`config.mk`:
```
export PLATFORM = sky130hd
export DESIGN_NAME = instr_encoder
export DESIGN_NICKNAME = d
export VERILOG_FILES = /design/src/rtl/instr_encoder.sv
export SDC_FILE = /design/constraint.sdc
export NUM_CORES = 1
export LEC_CHECK = 0
export BUFFER_PORTS_ARGS = -buffer_cell sky130_fd_sc_hd__clkbuf_2
export CORE_ASPECT_RATIO = 1.5
export CORE_MARGIN = 2
export CORE_UTILIZATION = 35
export CTS_BUF_LIST = sky130_fd_sc_hd__clkbuf_8
export DETAILED_ROUTE_END_ITERATION = 8
export HOLD_SLACK_MARGIN = 0.12
export PLACE_DENSITY = 0.65
export SLEW_MARGIN = 15
export SYNTH_ARGS = -nofsm -noshare
export SYNTH_HDL_FRONTEND = slang
export SYNTH_SLANG_ARGS = --single-unit
```
`constraint.sdc`:
```
create_clock -name i_clk -period 3.05 [get_ports i_clk]
set_clock_uncertainty 0.2 [all_clocks]
set_input_delay 0.1525 -clock i_clk [delete_from_list [all_inputs] [get_ports i_clk]]
set_output_delay 0.1525 -clock i_clk [all_outputs]
set_load 0.01 [all_outputs]
```
`src/rtl/instr_encoder.sv`:
```
// RV32I instruction encoder: range-checks and scatters an immediate into an
// instruction word, expanding li into LUI (+ ADDI) with valid/ready on both sides.
module instr_encoder (
  input  logic        i_clk,
  input  logic        i_rst,
  input  logic        i_req_valid,
  output logic        o_req_ready,
  input  logic [2:0]  i_fmt,
  input  logic [6:0]  i_opcode,
  input  logic [4:0]  i_rd,
  input  logic [4:0]  i_rs1,
  input  logic [4:0]  i_rs2,
  input  logic [2:0]  i_funct3,
  input  logic [6:0]  i_funct7,
  input  logic [31:0] i_imm,
  output logic        o_instr_valid,
  input  logic        i_instr_ready,
  output logic [31:0] o_instr,
  output logic        o_last,
  output logic        o_err
);

  typedef enum logic [1:0] {IDLE, OUT, OUT_HI} state_t;

  localparam logic [31:0] NOP    = 32'h0000_0013;
  localparam logic [6:0]  OP_IMM = 7'b0010011;
  localparam logic [6:0]  OP_LUI = 7'b0110111;

  // True when v is representable as a two's-complement value of the given width.
  function automatic logic fits_signed(input logic signed [31:0] v, input int unsigned bits);
    logic signed [31:0] lim;
    lim = 32'sd1 <<< (bits - 1);
    return (v >= -lim) && (v < lim);
  endfunction

  state_t             state_q, state_d;
  logic signed [31:0] imm_s;
  logic [19:0]        li_hi;
  logic               is_shift;
  logic [31:0]        enc_word, enc_addi, addi_q;
  logic               enc_err, enc_two;
  logic               accept, consume;

  assign imm_s    = i_imm;
  // (v + 0x800) >> 12: the low-half add only carries into bit 12 when v[11] is set.
  assign li_hi    = i_imm[31:12] + {19'd0, i_imm[11]};
  assign is_shift = (i_opcode == OP_IMM) && (i_funct3[1:0] == 2'b01);

  assign o_req_ready = !o_instr_valid || (i_instr_ready && o_last);
  assign accept      = i_req_valid && o_req_ready;
  assign consume     = o_instr_valid && i_instr_ready;

  always_comb begin
    enc_word = '0;
    enc_addi = '0;
    enc_err  = 1'b0;
    enc_two  = 1'b0;
    case (i_fmt)
      3'd0: enc_word = {i_funct7, i_rs2, i_rs1, i_funct3, i_rd, i_opcode};
      3'd1: begin
        if (is_shift) begin
          enc_err  = |i_imm[31:5];
          enc_word = {i_funct7, i_imm[4:0], i_rs1, i_funct3, i_rd, i_opcode};
        end else begin
          enc_err  = !fits_signed(imm_s, 12);
          enc_word = {i_imm[11:0], i_rs1, i_funct3, i_rd, i_opcode};
        end
      end
      3'd2: begin
        enc_err  = !fits_signed(imm_s, 12);
        enc_word = {i_imm[11:5], i_rs2, i_rs1, i_funct3, i_imm[4:0], i_opcode};
      end
      3'd3: begin
        enc_err  = !fits_signed(imm_s, 13) || i_imm[0];
        enc_word = {i_imm[12], i_imm[10:5], i_rs2, i_rs1, i_funct3,
                    i_imm[4:1], i_imm[11], i_opcode};
      end
      3'd4: begin
        enc_err  = |i_imm[11:0];
        enc_word = {i_imm[31:12], i_rd, i_opcode};
      end
      3'd5: begin
        enc_err  = !fits_signed(imm_s, 21) || i_imm[0];
        enc_word = {i_imm[20], i_imm[10:1], i_imm[11], i_imm[19:12], i_rd, i_opcode};
      end
      3'd6: begin
        if (fits_signed(imm_s, 12)) begin
          enc_word = {i_imm[11:0], 5'd0, 3'b000, i_rd, OP_IMM};
        end else begin
          enc_word = {li_hi, i_rd, OP_LUI};
          enc_two  = |i_imm[11:0];
          enc_addi = {i_imm[11:0], i_rd, 3'b000, i_rd, OP_IMM};
        end
      end
      default: enc_err = 1'b1;
    endcase
    if (enc_err) enc_word = NOP;
  end

  always_comb begin
    state_d = state_q;
    if (accept)
      state_d = enc_two ? OUT_HI : OUT;
    else if (consume)
      state_d = (state_q == OUT_HI) ? OUT : IDLE;
  end

  // Output register stage: loads a new request, or advances LUI -> ADDI.
  always_ff @(posedge i_clk) begin
    if (i_rst) begin
      state_q       <= IDLE;
      o_instr_valid <= 1'b0;
      o_instr       <= '0;
      o_last        <= 1'b0;
      o_err         <= 1'b0;
    end else begin
      state_q       <= state_d;
      o_instr_valid <= (state_d != IDLE);
      if (accept) begin
        o_instr <= enc_word;
        o_last  <= !enc_two;
        o_err   <= enc_err;
      end else if (consume && state_q == OUT_HI) begin
        o_instr <= addi_q;
        o_last  <= 1'b1;
        o_err   <= 1'b0;
      end
    end
  end

  always_ff @(posedge i_clk) begin
    if (accept) addi_q <= enc_addi;
  end

endmodule

```
# == Word level (Yosys, flattened, before mapping) ==
# Index checks and enable logic that the tools add are counted.
# W data, S select, Z words.
# word_totals
register_bits,69
input_bits,71
output_inout_bits,36
word_cells,66
# classes
n_addsub,1
n_lt_le_gt_ge,6
eq_ne,9
mux,19
n_bitwise,1
reduce_logical,23
# op_table
operator,n
$pmux W32 S7,1
$mux W32,5
$ge A32 B12 Y1 const B,1
$ge A32 B13 Y1 const B,1
$ge A32 B21 Y1 const B,1
$lt A32 B13 Y1 const B,1
$lt A32 B14 Y1 const B,1
$lt A32 B22 Y1 const B,1
$reduce_or A27 Y1,1
$add A20 B1 Y20,1
$reduce_or A12 Y1,1
$eq A3 B3 Y1 const B,3
$logic_and A1 B1 Y1,8
$mux W1,8
$eq A7 B5 Y1 const B,1
$eq A3 B2 Y1 const B,2
$mux W2,3
$pmux W1 S6,1
$logic_not A1 Y1,5
$mux W5,1
$reduce_bool A2 Y1,2
$reduce_or A2 Y1,2
$eq A3 B1 Y1 const B,1
$logic_not A3 Y1,1
other kinds (4),6

# == Depth between registers and ports, before layout ==
# Gate-level depths: netlist of run 1.
# depth
word_depth,7
depth_mapped,11
ltp_nobuf,9

# == Least setup slack after synthesis of run 1 ==
# OpenSTA, ideal clock, no wires.
# synth_path
kind,input to register
startpoint,input i_imm[20]
endpoint,register o_instr[24]
arrival_time_ns,2.413
required_ns,2.747
path_slack_ns,0.333
stages,10
n_path_buf,4
path_cell_list,buf_4 -> and4_1 -> buf_4 -> nand2_2 -> or4_4 -> and4_4 -> or4_1 -> buf_6 -> buf_6 -> a2111oi_2
# synth_between
elab_chain_cells,7
# synth_lines
element,line_no,rtl
from (decl),15,"input logic [31:0] i_imm,"
$ge A32 B12 Y1 (tied with other cells),33,return (v >= -lim) && (v < lim);
$logic_and A1 B1 Y1,33,
$logic_not A1 Y1 (on tied branches),--,
$mux W1 (tied with other cells),61,if (is_shift) begin
$pmux W1 S6,58,case (i_fmt)
$mux W32 (*),97,if (enc_err) enc_word = NOP;
$mux W32 (*),119,if (accept) begin
to (signal assigned),120,o_instr <= enc_word;
to (signal assigned),124,o_instr <= addi_q;
to (decl),18,"output logic [31:0] o_instr,"
# Mark *: on every way between the ends. The rest lies on a longest branch, timed or not.
# A chain may end at the register's enable or synchronous reset.

# == Worst setup path after layout of run 1 ==
# layout_path
startpoint,input i_imm[1]
endpoint,register o_instr[9]
# layout_between
elab_chain_cells,7
# layout_lines
element,line_no
$ge A32 B12 Y1 (tied with other cells),33
$logic_and A1 B1 Y1,33
$logic_not A1 Y1 (on tied branches),--
$mux W1 (tied with other cells),61
$pmux W1 S6 (*),58
$mux W32 (*),97
$mux W32 (*),119
# Marked as above.

==> results of run 1 <==
per-layer routing:
| layer | vias to the layer above | wire length, um | global-route usage |
|---|---|---|---|
| met4 | 0 | 639 | 0.1289 |
| met2 | 170 | 7218 | 0.4545 |
| li1 | 1878 | - | - |
| met1 | 1894 | 5117 | 0.2724 |
| met3 | 40 | 614 | 0.02993 |
| met5 | - | 0 | 0 |
placed cells by master, fill, tap and decap left out, types with 2 or more instances in the layout:
cell	instances
clkbuf_2	105
mux2i_1	2
dlygate4sd3_1	43
buf_4	31
and3_1	6
nor3_1	7
clkbuf_8	5
o211a_1	7
or3_4	2
o21a_1	3
mux2_2	6
xor2_1	5
dfxtp_1	37
nand3_1	13
ha_1	3
a2111oi_2	7
and2_1	18
nor2_1	48
nor4_1	5
xnor2_1	12
a221oi_1	16
a31oi_1	5
o211ai_1	2
inv_1	9
buf_6	2
edfxtp_1	18
nand2b_1	7
nand2_1	43
a32oi_1	2
a211oi_1	6
nor4_4	2
a221o_1	5
a22oi_1	11
a2bb2oi_1	2
o221ai_1	3
nand4_1	5
o21ai_0	35
a21oi_1	10
and4_1	5
nor2b_1	4
critical path, delay by kind of cell:
family,cells,cell delay [ns]
compound gates,2,0.33
buf+inv,3,0.86
simple gates,5,1.68
logic make-up after synthesis:
| family | after synthesis | synth area share |
|---|---|---|
| XOR/XNOR | 17 | 0.04238 |
| buffers and inverters | 36 | 0.04665 |
| adder cells (fa/ha/maj) | 3 | 0.01068 |
| multiplexers | 8 | 0.02493 |
| AND/OR/NAND/NOR | 177 | 0.2553 |
| flip-flops | 55 | 0.3647 |
| AO/OA/AOI/OAI | 120 | 0.2553 |
repair_timing:
action / 4_1_cts / 5_1_grt
hold endpoints to repair: 51 / 0
endpoints found under the setup margin: 0 / 24
hold buffers: 43 / 0
resized for setup: 0 / 10
how the worst max path moves through the flow:
stage             endpoint  cells past startpoint
2_1_floorplan  o_instr[24]                     10
3_3_place_gp   o_instr[16]                      8
3_5_place_dp   o_instr[20]                      8
4_1_cts        o_instr[11]                     11
5_1_grt        o_instr[16]                      9
6_report        o_instr[9]                     10
per-stage QoR:
stage | area [sq um] | setup WS [ns]
after detailed placement | 4322 | -0.01789
final | 4887 | 0.08500
after floorplan | 3513 | 0.3333
after global routing | 4887 | 0.002888
after CTS | 4837 | 0.01858
after global placement | 4322 | 0.04269
cell type report:
type | count | share of cell area
Tap cell | 115 | 0.02944
Timing Repair Buffer | 183 | 0.2535
Inverter | 8 | 0.006144
Clock inverter | 3 | 0.003328
Clock buffer | 5 | 0.01408
Sequential cell | 55 | 0.2622
Multi-Input combinational cell | 325 | 0.4314
power by group through the flow:
stage	Combinational (mW)	Sequential, mW	Clock [mW]
3_3_place_gp	0.442	0.849	0
3_5_place_dp	0.445	0.852	0
4_1_cts	0.492	0.835	0.419
6_report	0.505	0.836	0.404
5_1_grt	0.546	0.841	0.442
2_1_floorplan	0.223	0.863	0
registers in the layout (all words and copies together) (netlist names):
name,cells
o_instr,32
addi_q,18
state_q,2
o_err,1
o_instr_valid,1
o_last,1
==> impl_metrics.py, run 1 <==
metrics = {
    "power_and_ir_drop": {
        "vdd_drop_max_v": 0.0001854,
        "power_frac_seq": 0.479,
        "power_switching_mw": 0.5540,
        "sw_frac_of_total": 0.3176,
        "pwr-share-comb": 0.289,
        "p_int_mw": 1.190,
        "p_clk_frac": 0.232,
        "cellLeakagePower_nw": 2.123,
        "total_power_mw": 1.744,
        "p_per_area_nw_per_um2": 356.9,
    },
    "clock_tree": {
        "clk_pin_slew_ns": 0.10,
        "cts_inserted_buffers": 5,
        "clk_path_buf_depth": 2,
        "cts_setup_buffers": 0,
        "root_buffer": "clkbuf_8",
        "cts_tree": "done",
        "clock_sinks": 55,
        "ctsHtreeMaxLevel": 2,
        "insertion_delay_ns": 0.32,
    },
    "synth": {
        "ys_ff_latch": 55,
        "synth_top_area_cell": "dfxtp_1",
        "synth_top_area_share": 0.2108,
        "synth-seq-area-share": 0.3647,
        "syn_avg_cell_area_sq_um": 8.446,
        "synth_warnings": 0,
        "synth_edf_count": 18,
        "synth_common_cells": "48 x nor2_1, 43 x nand2_1, 37 x dfxtp_1",
        "synth.most_common_cell": "nor2_1",
        "netlist_area_sq_um": 3513,
        "ys_top_cells_by_area": "dfxtp_1 21%, edfxtp_1 15%, nor2_1 5.1%, o21ai_0 5.0%, nand2_1 4.6%",
        "synth_cells": 416,
        "ys_async_sr_fraction": 0,
        "syn_nets": 490,
        "ys_types": 55,
        "ys.flop_type": "dfxtp_1",
    },
    "grt": {
        "grt_use_total": 0.2473,
        "grt_pass1_vias": 4010,
        "grt_overflow": 0,
        "antenna_found_initial": 0,
        "grt_max_degree": 23,
        "grt_first_pass_wirelength_um": 20690,
    },
    "worst_setup_path": {
        "critPathMaxFanout": 10,
        "r2r_cells": 8,
        "reg2reg_to": "o_instr[28]",
        "cp-start-kind": "input port",
        "startpoint": "i_imm[1]",
        "r2r-start": "o_instr_valid",
        "cp_cell_sequence": "dlygate4sd3_1, clkbuf_2, nor3_1, nand4_1, or3_4, and4_4, or4_1, buf_6, o21ai_0, o211a_1",
        "worstPathRequired_ns": 3.12,
        "rrSetupSlack_ns": 0.47,
        "worstSetupPathType": "in -> reg",
        "max_stage_delay_ns": 0.57,
        "end_kind": "flop",
        "cp_slowest_cell": "or4_1",
        "crit_arrival_ns": 3.04,
    },
    "cells_and_area": {
        "synthToLayoutAreaGrowth_pct": 39.10,
        "fin_cells": 694,
        "fillers": 934,
        "multi_input_area_sq_um": 2108,
        "drive_above_1_share": 0.2953,
        "final_util": 0.5015,
        "antenna_cells": 0,
        "fin_nets": 652,
        "seq_area_sq_um": 1281,
    },
    "flow_run": {
        "max_cap_violations": 0,
    },
    "placement": {
        "dp_hpwl_um": 10010,
        "dp.cells": 643,
        "io_buffers": 106,
        "gp_congestion": 0.9362,
    },
    "floorplanning": {
        "core-area_sq_um": 9744,
        "rows": 44,
        "die_h_um": 126.7,
        "boundaryPins": 107,
        "fp.dieW_um": 85.81,
        "die_area_sq_um": 10870,
        "start_util": 0.3606,
    },
    "sta": {
        "hold_violations": 0,
        "setup_tns_ns": 0,
        "tightest_slew_ns": 0.6427,
        "fmax_mhz": 337.3,
        "hold-worst-slack_ns": 0.1308,
        "layout_min_cycle_time_ns": 2.965,
        "setup_viol": 0,
        "rsz0062_at_grt": "false",
        "slew_headroom": 0.5676,
        "slew_violations": 0,
        "timing.final.crit_share": 0.9721,
    },
    "worst_hold_path": {
        "hold_class": "in -> reg",
        "hold_end": "o_instr[26]",
        "hold_depth": 4,
        "hp-start": "i_imm[26]",
    },
    "detailed_routing": {
        "antenna_left": 0,
        "drtIter0Drc": 310,
        "drcViolationCount": 6,
        "wl_um": 13590,
        "vias_per_cell": 5.738,
        "firstDrtPassIters": 9,
        "num_vias": 3982,
        "wl_per_cell_um": 19.58,
    },
    "status": {
        "violations": "design-rule violations",
        "outcome": "finished with violations",
    },
}
(Power assumes the default switching activity.)
==> inputs of run 2 (changes only) <==
--- a/config.mk
+++ b/config.mk
@@ -5,6 +5,7 @@
 export SDC_FILE = /design/constraint.sdc
 export NUM_CORES = 1
 export LEC_CHECK = 0
+export ABC_AREA = 1
 export BUFFER_PORTS_ARGS = -buffer_cell sky130_fd_sc_hd__clkbuf_2
 export CORE_ASPECT_RATIO = 1.5
 export CORE_MARGIN = 2
@@ -12,7 +13,7 @@
 export CTS_BUF_LIST = sky130_fd_sc_hd__clkbuf_8
 export DETAILED_ROUTE_END_ITERATION = 8
 export HOLD_SLACK_MARGIN = 0.12
-export PLACE_DENSITY = 0.65
+export PLACE_DENSITY = 0.64
 export SLEW_MARGIN = 15
 export SYNTH_ARGS = -nofsm -noshare
 export SYNTH_HDL_FRONTEND = slang
==> impl_metrics.py, run 2 <==
metrics = {
    "status": {
        "outcome": "complete, no violations",
    },
    "synth": {
        "synth.most_common_cell": "nand2_1",
        "synth_edf_count": 18,
        "synth_top_area_cell": "dfxtp_1",
        "synth-seq-area-share": 0.3319,
        "synth_common_cells": "160 x nand2_1, 79 x nor2_1, 74 x inv_1",
        "ys_ff_latch": 55,
        "synth_top_area_share": 0.1919,
        "synth_cells": 599,
        "syn_nets": 673,
        "ys.flop_type": "dfxtp_1",
        "ys_async_sr_fraction": 0,
        "ys_types": 35,
        "synth_warnings": 0,
        "syn_avg_cell_area_sq_um": 6.444,
        "ys_top_cells_by_area": "dfxtp_1 19%, nand2_1 16%, edfxtp_1 14%, o21ai_0 8.3%, nor2_1 7.7%",
        "netlist_area_sq_um": 3860,
    },
    "worst_setup_path": {
        "cp_slowest_cell": "dlygate4sd3_1",
        "crit_arrival_ns": 2.82,
        "path_delay_family": "buffers and inverters",
        "cp_cell_sequence": "dlygate4sd3_1, clkbuf_2, nor2_1, nand3_1, nor2_1, nand2_1, nand2_1, o21ai_0, nor2_4, nand3_4, nor2_4, nand2_1, a21oi_2, dlygate4sd3_1",
        "worstSetupPathType": "in -> reg",
        "critPathMostFrequentCell": "nand2_1",
        "end_kind": "flop",
        "critPathMaxFanout": 8,
        "cp-start-kind": "input port",
        "cp.buffers_inverters": 3,
        "max_stage_delay_ns": 0.56,
        "worstPathRequired_ns": 3.11,
    },
    "clock_tree": {
        "clk_path_buf_depth": 2,
        "cts_tree": "done",
        "ctsHtreeMaxLevel": 2,
        "root_buffer": "clkbuf_8",
        "cts_inserted_buffers": 5,
        "clock_sinks": 55,
        "insertion_delay_ns": 0.31,
        "clk_pin_slew_ns": 0.10,
    },
    "sta": {
        "layout_min_cycle_time_ns": 2.755,
        "tightest_slew_ns": 0.7159,
        "setup_tns_ns": 0,
        "setup_viol": 0,
        "slew_headroom": 0.5222,
        "hold_violations": 0,
        "rsz0062_at_grt": "false",
        "slew_violations": 0,
        "timing.final.crit_share": 0.9033,
        "fmax_mhz": 363.0,
    },
    "detailed_routing": {
        "antenna_left": 0,
        "vias_per_cell": 5.124,
        "drcViolationCount": 0,
        "wl_per_cell_um": 14.81,
        "num_vias": 4560,
        "firstDrtPassIters": 5,
        "drtIter0Drc": 324,
        "wl_um": 13180,
    },
    "placement": {
        "io_buffers": 106,
        "dp_hpwl_um": 10230,
        "gp_congestion": 0.9312,
    },
    "cells_and_area": {
        "multi_input_area_sq_um": 2208,
        "largest_register_ffs": 32,
        "largestRegisters": "o_instr x32, addi_q x18, state_q x2",
        "fin_nets": 816,
        "final_cell_mix": "160 x nand2_1, 106 x clkbuf_2, 79 x nor2_1",
        "max_flop_register": "o_instr",
        "synthToLayoutAreaGrowth_pct": 30.63,
        "seq_area_sq_um": 1281,
        "fillers": 1140,
        "final_util": 0.4635,
        "drive_above_1_share": 0.2059,
        "final_common_cell": "nand2_1",
        "antenna_cells": 0,
    },
    "floorplanning": {
        "start_util": 0.3548,
        "die_area_sq_um": 11900,
        "boundaryPins": 107,
        "die_h_um": 132.6,
        "core-area_sq_um": 10880,
        "fp.dieW_um": 89.75,
        "rows": 47,
    },
    "grt": {
        "grt_use_total": 0.2146,
        "antenna_found_initial": 0,
        "grt_max_degree": 30,
        "grt_first_pass_wirelength_um": 20740,
        "grt_overflow": 0,
        "grt_pass1_vias": 4355,
    },
    "power_and_ir_drop": {
        "vdd_drop_max_v": 0.0001912,
        "cellLeakagePower_nw": 2.487,
        "p_per_area_nw_per_um2": 360.9,
    },
    "worst_hold_path": {
        "hold_class": "in -> reg",
    },
    "flow_run": {
        "max_cap_violations": 0,
    },
}
-- run 2: cell types whose count changed after synthesis, sizes merged, moves of 8 or more --
cell / before / now
inv: 8 / 76
o21ai: 36 / 64
nand3: 13 / 34
clkbuf: 21 / 11
a221oi: 16 / 1
nand2: 44 / 165
xnor2: 12 / 1
a21oi: 10 / 42
nor4: 8 / 0
nor2: 48 / 89
and2: 18 / 0
-- run 2: cell type report --
cell class              instances  share of cell area
well taps                     147             0.03648
inverters                      76             0.05658
clock buffers                   5             0.01365
repair buffers                153              0.1931
clock inverters                 3            0.008189
multi-input cells             451              0.4380
flip-flops and latches         55              0.2541
-- run 2: timing repair --
item / in CTS / in global routing
gates resized for setup: 0 / 0
endpoints found under the setup margin: 0 / 3
hold buffers: 36 / 0
buffers inserted: 0 / 5
hold endpoints to repair: 42 / 0
-- run 2: cell families after synthesis --
kind of cell,count (synthesis),synth area share
AND/OR/NAND/NOR,305,0.3459
AO/OA/AOI/OAI,130,0.1877
buffers and inverters,94,0.09757
flip-flops,55,0.3319
XOR/XNOR,12,0.02723
adder cells (fa/ha/maj),3,0.009726
-- run 2: worst paths after layout --
check,from,end,slack [ns],cells after the start
min reg2reg,o_instr[13],o_instr[13],0.29,2
max reg2reg,o_instr_valid,o_instr[14],0.47,8
max,i_imm[6],o_instr[14],0.29,14
min,i_imm[13],o_instr[13],0.13,5
-- run 2: per-layer routing --
metal,track usage,wire [um]
met5,0,0
met2,0.4137,7100
met1,0.2297,4915
met3,0.02904,677
met4,0.09658,486
-- run 2: report_power, final --
part,internal [mW],leakage (nW),switching (mW)
logic,0.193,1.95,0.309
clock network,0.242,0.0556,0.239
registers,0.813,0.485,0.0239
total,1.25,2.49,0.572
-- run 2: worst min-delay path, cell delays in order --
cell and delay [ns]:
clkbuf_2 0.15, a22oi_1 0.08, nand2_1 0.06, nand2_1 0.06
a21oi_2 0.10
-- run 2: per-stage QoR --
stage / setup WS, ns / power, mW / hold slack (ns) / cells / instance area (sq um)
floorplan: 1.145 / 1.118 / 0.1605 / 599 / 3860
global placement: 0.5275 / 1.296 / 0.2576 / 840 / 4528
detailed placement: 0.5056 / 1.300 / 0.2637 / 840 / 4528
CTS: 0.003241 / 1.813 / 0.1229 / 884 / 4999
global route: 0.08105 / 1.921 / 0.1381 / 890 / 5042
finish: 0.2948 / 1.820 / 0.1286 / 890 / 5042
